===== config.mk =====
export PLATFORM = sky130hd
export DESIGN_NAME = meas_cycle_ctrl
export DESIGN_NICKNAME = d
export VERILOG_FILES = /design/src/rtl/meas_cycle_ctrl.sv
export SDC_FILE = /design/constraint.sdc
export NUM_CORES = 1
export LEC_CHECK = 0
export CORE_ASPECT_RATIO = 1.1
export CORE_MARGIN = 10
export CORE_UTILIZATION = 25
export CTS_CLUSTER_DIAMETER = 50
export CTS_CLUSTER_SIZE = 30
export DETAILED_ROUTE_END_ITERATION = 12
export GPL_TIMING_DRIVEN = 0
export PLACE_DENSITY = 0.46
export SYNTH_ARGS = -nofsm -noshare
export SYNTH_HDL_FRONTEND = slang
export SYNTH_SLANG_ARGS = --single-unit

===== constraint.sdc =====
create_clock -name clk_12mhz -period 3.45 [get_ports clk_12mhz]
set_clock_uncertainty 0.15 [all_clocks]
set_input_delay 0.5175 -clock clk_12mhz [delete_from_list [all_inputs] [get_ports clk_12mhz]]
set_output_delay 0.5175 -clock clk_12mhz [all_outputs]
set_load 0.01 [all_outputs]

===== src/rtl/meas_cycle_ctrl.sv =====
// Measurement cycle sequencer: arms the timebase divider, waits out a settle
// period, gates acquisition for a window of ticks, then hands off to readout.
module meas_cycle_ctrl #(
  parameter logic [15:0] TICK_TIMEOUT = 16'd64000
) (
  input  logic        clk_12mhz,
  input  logic        reset,
  input  logic        tick_in,
  input  logic        start,
  input  logic        abort,
  input  logic [7:0]  cfg_settle,
  input  logic [15:0] cfg_window,
  input  logic        rd_ack,
  output logic        div_reset,
  output logic        busy,
  output logic        acq_en,
  output logic [15:0] win_count,
  output logic        rd_req,
  output logic        done,
  output logic        aborted,
  output logic        tick_err,
  output logic        overrun
);

  typedef enum logic [2:0] {
    S_IDLE    = 3'd0,
    S_ARM     = 3'd1,
    S_SETTLE  = 3'd2,
    S_ACQ     = 3'd3,
    S_READOUT = 3'd4,
    S_ERROR   = 3'd5
  } state_t;

  state_t      state, nxt;
  logic [2:0]  tick_sync;
  logic        tick;
  logic [7:0]  settle_lat, settle_cnt;
  logic [15:0] win_lat;
  logic [15:0] wd_cnt;
  logic        wd_expired;
  logic [8:0]  settle_inc;
  logic [16:0] win_inc;
  logic        settle_hit, win_hit, in_cycle, timed_state;

  // Two sync flops plus an edge register; either polarity of tick_in is a tick.
  always_ff @(posedge clk_12mhz or posedge reset) begin
    if (reset) tick_sync <= 3'b000;
    else       tick_sync <= {tick_sync[1:0], tick_in};
  end

  assign tick       = tick_sync[2] ^ tick_sync[1];
  assign settle_inc = {1'b0, settle_cnt} + 9'd1;
  assign win_inc    = {1'b0, win_count} + 17'd1;
  assign settle_hit = (settle_inc == {1'b0, settle_lat});
  assign win_hit    = (win_inc == {1'b0, win_lat});
  assign wd_expired = (wd_cnt == TICK_TIMEOUT);
  assign in_cycle   = (state == S_ARM) || (state == S_SETTLE) ||
                      (state == S_ACQ) || (state == S_READOUT);
  assign timed_state = (state == S_SETTLE) || (state == S_ACQ);

  always_ff @(posedge clk_12mhz or posedge reset) begin
    if (reset) state <= S_IDLE;
    else       state <= nxt;
  end

  // Abort outranks everything; a tick outranks a coincident watchdog expiry.
  always_comb begin
    nxt = state;
    case (state)
      S_IDLE:    if (start) nxt = S_ARM;
      S_ARM: begin
        if (abort)                 nxt = S_IDLE;
        else if (settle_lat != '0) nxt = S_SETTLE;
        else                       nxt = S_ACQ;
      end
      S_SETTLE: begin
        if (abort)             nxt = S_IDLE;
        else if (tick)         nxt = settle_hit ? S_ACQ : S_SETTLE;
        else if (wd_expired)   nxt = S_ERROR;
      end
      S_ACQ: begin
        if (abort)             nxt = S_IDLE;
        else if (tick)         nxt = win_hit ? S_READOUT : S_ACQ;
        else if (wd_expired)   nxt = S_ERROR;
      end
      S_READOUT: if (abort || rd_ack) nxt = S_IDLE;
      S_ERROR:   if (abort) nxt = S_IDLE;
      default:   nxt = S_IDLE;
    endcase
  end

  always_comb begin
    div_reset = 1'b1;
    busy      = 1'b1;
    acq_en    = 1'b0;
    rd_req    = 1'b0;
    case (state)
      S_IDLE:   busy = 1'b0;
      S_ARM, S_SETTLE: div_reset = 1'b0;
      S_ACQ: begin
        div_reset = 1'b0;
        acq_en    = 1'b1;
      end
      S_READOUT: rd_req = 1'b1;
      default: ;
    endcase
  end

  // Cycle configuration and tick counters.
  always_ff @(posedge clk_12mhz or posedge reset) begin
    if (reset) begin
      settle_lat <= '0;
      win_lat    <= 16'd1;
      settle_cnt <= '0;
      win_count  <= '0;
    end else if (state == S_IDLE && start) begin
      settle_lat <= cfg_settle;
      win_lat    <= (cfg_window == '0) ? 16'd1 : cfg_window;
      settle_cnt <= '0;
      win_count  <= '0;
    end else if (tick && !abort) begin
      if (state == S_SETTLE && !settle_inc[8])
        settle_cnt <= settle_inc[7:0];
      if (state == S_ACQ && !win_inc[16])
        win_count <= win_inc[15:0];
    end
  end

  // Watchdog restarts on each tick and on every entry into SETTLE or ACQ.
  always_ff @(posedge clk_12mhz or posedge reset) begin
    if (reset)
      wd_cnt <= '0;
    else if (!timed_state || nxt != state || tick)
      wd_cnt <= '0;
    else if (!wd_expired)
      wd_cnt <= wd_cnt + 16'd1;
  end

  always_ff @(posedge clk_12mhz or posedge reset) begin
    if (reset) begin
      done     <= 1'b0;
      aborted  <= 1'b0;
      overrun  <= 1'b0;
      tick_err <= 1'b0;
    end else begin
      done    <= (state == S_READOUT) && rd_ack && !abort;
      aborted <= in_cycle && abort;
      overrun <= start && busy && (state != S_READOUT);
      if (state == S_IDLE && start)
        tick_err <= 1'b0;
      else if (nxt == S_ERROR && state != S_ERROR)
        tick_err <= 1'b1;
    end
  end

endmodule


==> results.py, run 1 <==
metrics = {
    "sta": {
        "min_period_over_period": 0.9059,
        "fin_setup_tns_ns": 0,
        "setup_viol": 0,
        "final_hold_viol_count": 0,
        "fin_ws_ns": 0.3248,
        "holdWs_ns": 0.2021,
        "tightest_slew_ns": 0.5894,
        "report.final.slew_viol_count": 0,
        "fmax_ghz": 0.3200,
        "relSlewSlack": 0.5969,
        "min_period_ns": 3.125,
        "rsz0062_at_grt": "no",
    },
    "synth": {
        "postSynth.asyncResetShare": 1.000,
        "ys_ff_latch": 74,
        "yosys_most_used_dff": "dfrtp_1",
        "avgSynthCellArea_um2": 9.880,
        "syn_nets": 449,
        "synth_area_mm2": 0.004100,
        "ys_warn_count": 0,
        "syn-instance-count": 415,
        "synth_cell_type_count": 58,
        "synth_edf_count": 0,
        "synth-seq-area-share": 0.4519,
    },
    "floorplan": {
        "start_util": 0.2524,
        "io_pins": 54,
        "die_area_mm2": 0.02193,
        "core_mm2": 0.01625,
        "num_rows": 49,
        "die_x_um": 142.1,
        "die_y_um": 154.3,
    },
    "clocking": {
        "cts_tree": "yes",
        "htree_levels": 3,
        "cts_setup_buffers": 0,
        "clkTransAtPathRegs_ns": 0.06,
        "clock_path_buffers": 2,
        "insertion_delay_ns": 0.34,
        "cts-buffers-inserted": 9,
        "root_buffer": "clkbuf_16",
        "clock-sinks": 74,
    },
    "hold_path": {
        "hp-class": "flip-flop to flip-flop",
    },
    "pwr": {
        "powerDensity_mw_per_mm2": 472.2,
        "p_int_uw": 1793,
        "p_leak_uw": 0.002044,
        "switching_share": 0.2724,
        "peakVddDrop_mv": 0.2104,
        "power_frac_comb": 0.183,
        "p_seq_frac": 0.432,
        "clkPwrFrac": 0.385,
        "p_switching_uw": 671.2,
    },
    "setup_path": {
        "crit_chain": "ha_1 > and2_1 > nand2_1 > nor4_1 > or3_1 > clkbuf_1 > clkbuf_1 > nor2_1 > o21ai_0 > o31ai_1",
        "worstPathMaxFanout": 10,
        "crit_type": "flip-flop to flip-flop",
        "cp_common_cell": "clkbuf_1",
        "rrSetupSlack_ns": 0.32,
        "start_kind": "flip-flop",
        "critPathArrivalTime_ns": 3.18,
        "crit_required_ns": 3.50,
        "slowest_delay_ns": 0.47,
        "setup.worst_path.end_class": "flip-flop",
        "crit_path_top_delay_cell": "nor4_1",
    },
    "placed_design": {
        "post-place-ws_ns": -0.01182,
        "place_hpwl_mm": 8.281,
        "io_buffers": 53,
        "routabilityCongestion": 0.8562,
        "placed_area_mm2": 0.004916,
    },
    "drt": {
        "viasPerCell": 4.778,
        "vias": 3292,
        "drtAntennaViolNets": 0,
        "wl_mm": 10.81,
        "drtIter0Drc": 231,
        "drc": 0,
        "firstDrtPassIters": 4,
        "avgRoutedWirePerCell_um": 15.68,
    },
    "layout": {
        "layout_commonest_cell": "dfrtp_1",
        "layout_common_cells": "73 x dfrtp_1, 53 x clkdlybuf4s50_1, 33 x xnor2_1",
        "area_delta_synth_final_pct": 27.28,
        "stdcell_area_mm2": 0.005219,
        "drive_above_1_share": 0.1196,
        "final_core_util": 0.3212,
        "fin_nets": 514,
        "antennaDiodeCount": 0,
        "nFillCells": 1670,
    },
    "flow_run": {
        "cap_violations": 0,
    },
    "outcome": {
        "status": "finished clean",
    },
    "grt": {
        "grt_pass1_wl_mm": 17.84,
        "grt_max_degree": 66,
        "grt_pass1_vias": 3356,
        "grtUsageTotal": 0.1015,
        "grt_overflow": 0,
        "grt_antenna_before_repair": 0,
    },
}
## layout make-up
| class | count | area [µm²] | area share |
|---|---|---|---|
| buffer | 23 | 97.59 | 0.01870 |
| multi-input combinational | 306 | 2110 | 0.4042 |
| clock buffer | 12 | 246.5 | 0.04723 |
| tap | 204 | 255.2 | 0.04891 |
| sequential | 74 | 1853 | 0.3551 |
| clock inverter | 4 | 51.30 | 0.009830 |
| inverter | 12 | 47.55 | 0.009111 |
| timing repair buffer | 54 | 558.0 | 0.1069 |
## sequential cells by signal, summed over array words and instances, names as in the netlist
register    count
done            1
overrun         1
state           3
aborted         1
settle_lat      8
win_count      16
win_lat        16
settle_cnt      8
tick_sync       3
tick_err        1
wd_cnt         16
## worst max-delay path: cells and delay by family (launching register included)
family	cells	cell delay (ns)
AO/OA/AOI/OAI	2	0.27
adder cells (fa/ha/maj)	1	0.35
buffers and inverters	2	0.73
flip-flops	1	0.45
AND/OR/NAND/NOR	5	1.05
## cells by family (layout without fill, tap and decap cells)
logic type	after synthesis	count (layout)	synth area share
buffers and inverters	35	105	0.03479
and+or+nand+nor	154	154	0.2072
xor gates and xnor gates	52	52	0.1111
DFF	74	74	0.4519
adders and majority gates	4	4	0.01221
AOI/OAI and AO/OA	70	70	0.1117
muxes	26	26	0.07110
## final timing paths
| kind | depth (start not counted) | endpoint | start |
|---|---|---|---|
| worst max-delay path | 10 | win_count[11] | win_count[0] |
| worst min-delay path | 0 | tick_sync[1] | tick_sync[0] |
| worst max register to register | 10 | win_count[11] | win_count[0] |
| worst min register to register | 0 | tick_sync[1] | tick_sync[0] |
| max in group asynchronous | 3 | win_lat[0] | reset |
| min in group asynchronous | 2 | win_lat[5] | reset |
## per-layer routing
layer / up-vias / share of wire / GRT usage
li1: 1610 / - / -
met1: 1583 / 0.47 / 0.1328
met2: 86 / 0.47 / 0.1570
met3: 13 / 0.045 / 0.01930
met4: 0 / 0.019 / 0.04725
met5: - / 0 / 0
## metrics by stage
| step | instances | total power [µW] |
|---|---|---|
| global route | 689 | 2585 |
| detailed placement | 673 | 1533 |
| CTS | 689 | 2498 |
| global placement | 672 | 1520 |
| finish | 689 | 2464 |
| floorplan | 415 | 1368 |
## synthesized netlist by cell type (10+ instances only)
cell	number	area share
mux2_2	25	0.069
nor3_1	10	0.012
nor2_1	31	0.028
nand3_1	24	0.029
inv_1	12	0.011
o31ai_1	10	0.018
dfrtp_1	73	0.45
o21ai_0	31	0.038
clkbuf_1	16	0.015
nand2_1	30	0.027
xor2_1	19	0.041
xnor2_1	33	0.070
## power by group through the flow
stage / Clock, µW / Combinational [µW] / Sequential, µW
2_1_floorplan: 0 / 319 / 1050
3_3_place_gp: 0 / 442 / 1080
3_5_place_dp: 0 / 453 / 1080
4_1_cts: 978 / 456 / 1060
5_1_grt: 1010 / 497 / 1080
6_report: 950 / 451 / 1060
## what timing repair did
action                     in CTS  in global routing
resized for setup               0                  1
hold buffers                    0                  0
setup endpoints to repair       0                  2
hold endpoints to repair        0                  0
No activity file was read; power rests on OpenSTA's default activity.
==> inputs of run 2 (changes only) <==
==> constraint.sdc (replaced) <==
create_clock -name clk_12mhz -period 4 [get_ports clk_12mhz]
set_clock_uncertainty 0.15 [all_clocks]
set_input_delay 0.6 -clock clk_12mhz [delete_from_list [all_inputs] [get_ports clk_12mhz]]
set_output_delay 0.6 -clock clk_12mhz [all_outputs]
set_load 0.01 [all_outputs]
==> run 2 against run 1 <==
Compared with the run above:
- via count unchanged
- sequential power is 13% lower
- hold slack hardly changed
- sequential cell count unchanged
- highest routed layer unchanged
==> results.py, run 2 (synthesis gave the netlist of run 1 again) <==
metrics = {
    "layout": {
        "fin_nets": 514,
        "seq_area_mm2": 0.001853,
        "area_delta_synth_final_pct": 27.16,
        "nFillCells": 1669,
        "drive_above_1_share": 0.1175,
        "layout_common_cells": "73 x dfrtp_1, 53 x clkdlybuf4s50_1, 33 x xnor2_1",
        "multi_input_area_mm2": 0.002105,
        "reg_top3": "wd_cnt: 16 flops, win_count: 16 flops, win_lat: 16 flops",
        "layout_commonest_cell": "dfrtp_1",
        "antennaDiodeCount": 0,
    },
    "clocking": {
        "clock-sinks": 74,
        "htree_levels": 3,
        "insertion_delay_ns": 0.35,
        "cts-buffers-inserted": 9,
        "cts_setup_buffers": 0,
        "clock_path_buffers": 2,
        "root_buffer": "clkbuf_16",
        "cts_hold_buf": 0,
        "cts_resized": 0,
        "clkTransAtPathRegs_ns": 0.06,
        "cts_tree": "yes",
    },
    "grt": {
        "grt_pass1_vias": 3356,
        "grt_antenna_before_repair": 0,
        "grt_overflow": 0,
        "grt_max_degree": 66,
        "grtUsageTotal": 0.1015,
        "grt_pass1_wl_mm": 17.84,
    },
    "sta": {
        "min_period_over_period": 0.7914,
        "fmax_ghz": 0.3159,
        "report.final.slew_viol_count": 0,
        "relSlewSlack": 0.4587,
        "fin_setup_tns_ns": 0,
        "rsz0062_at_grt": "no",
        "min_period_ns": 3.165,
        "final_hold_viol_count": 0,
        "tightest_slew_ns": 0.8058,
        "setup_viol": 0,
    },
    "drt": {
        "viasPerCell": 4.778,
        "drtIter0Drc": 222,
        "drtAntennaViolNets": 0,
        "avgRoutedWirePerCell_um": 15.73,
        "vias": 3292,
        "firstDrtPassIters": 5,
        "drc": 0,
        "wl_mm": 10.84,
    },
    "flow_run": {
        "cap_violations": 0,
    },
    "setup_path": {
        "setup.worst_path.end_class": "flip-flop",
        "start_kind": "input pin",
        "critPathArrivalTime_ns": 3.22,
        "rrSetupSlack_ns": 0.91,
        "crit_type": "input pin to flip-flop",
        "worstPathMaxFanout": 10,
        "crit_required_ns": 4.05,
    },
    "floorplan": {
        "die_y_um": 154.3,
        "die_area_mm2": 0.02193,
        "num_rows": 49,
        "start_util": 0.2524,
        "die_x_um": 142.1,
        "core_mm2": 0.01625,
        "io_pins": 54,
    },
    "hold_path": {
        "hp-class": "flip-flop to flip-flop",
    },
    "pwr": {
        "p_total_uw": 2127,
        "p_leak_uw": 0.002044,
        "peakVddDrop_mv": 0.1830,
        "powerDensity_mw_per_mm2": 408.0,
    },
    "outcome": {
        "status": "finished clean",
    },
    "placed_design": {
        "io_buffers": 53,
        "routabilityCongestion": 0.8562,
        "place_hpwl_mm": 8.281,
    },
}
==> run 2: changes by cell type in the layout (fill, tap and decap cells not counted) <==
cell | before | now
nor3_1 | 9 | 10
nor3_2 | 2 | 1
==> run 2: worst max-delay path, cell delays in order <==
cell and delay [ns]:
clkdlybuf4s50_1 0.51, nor3b_1 0.34, nand2_1 0.19, nor3_1 0.70, a21oi_1 0.25, clkbuf_1 0.30, o21ai_0 0.23, o31ai_1 0.10
==> run 2: power by group <==
| group | internal, µW | leakage (µW) | switching, µW |
|---|---|---|---|
| sequential | 836 | 0.000967 | 82.1 |
| combinational | 210 | 0.000935 | 178 |
| clock | 500 | 0.000143 | 320 |
| total | 1550 | 0.00204 | 581 |
==> run 2: per-layer routing <==
layer,vias to the layer above,share of wire,GRT usage
li1,1606,-,-
met1,1590,0.47,0.1328
met2,81,0.46,0.1570
met3,15,0.048,0.01930
met4,0,0.021,0.04725
met5,-,0,0
==> run 2: worst paths after layout <==
check	startpoint	to	depth (start not counted)
worst max-delay path	abort	win_count[11]	8
worst min-delay path	tick_sync[0]	tick_sync[1]	0
worst max register to register	win_count[0]	win_count[11]	9
worst min register to register	tick_sync[0]	tick_sync[1]	0
max in group asynchronous	reset	win_lat[0]	3
min in group asynchronous	reset	win_lat[5]	2
==> run 2: layout make-up <==
type,count,share of cell area
well taps,204,0.04896
multi-input cells,306,0.4036
plain buffers,23,0.01872
clock inverters,4,0.009839
inverters,12,0.009119
flip-flops and latches,74,0.3554
clock buffers,12,0.04728
repair buffers,54,0.1070
==> run 2: metrics by stage <==
step	cells	setup slack, ns	hold slack, ns	cell area [µm²]	utilization
after floorplan	415	1.370	0.1812	4100	-
after global placement	672	-0.06983	0.1881	4886	0.3007
after detailed placement	673	0.4557	0.1998	4916	0.3026
after CTS	689	0.8247	0.2072	5214	0.3209
after global routing	689	0.4510	0.2143	5214	0.3209
final	689	0.8345	0.2021	5214	0.3209
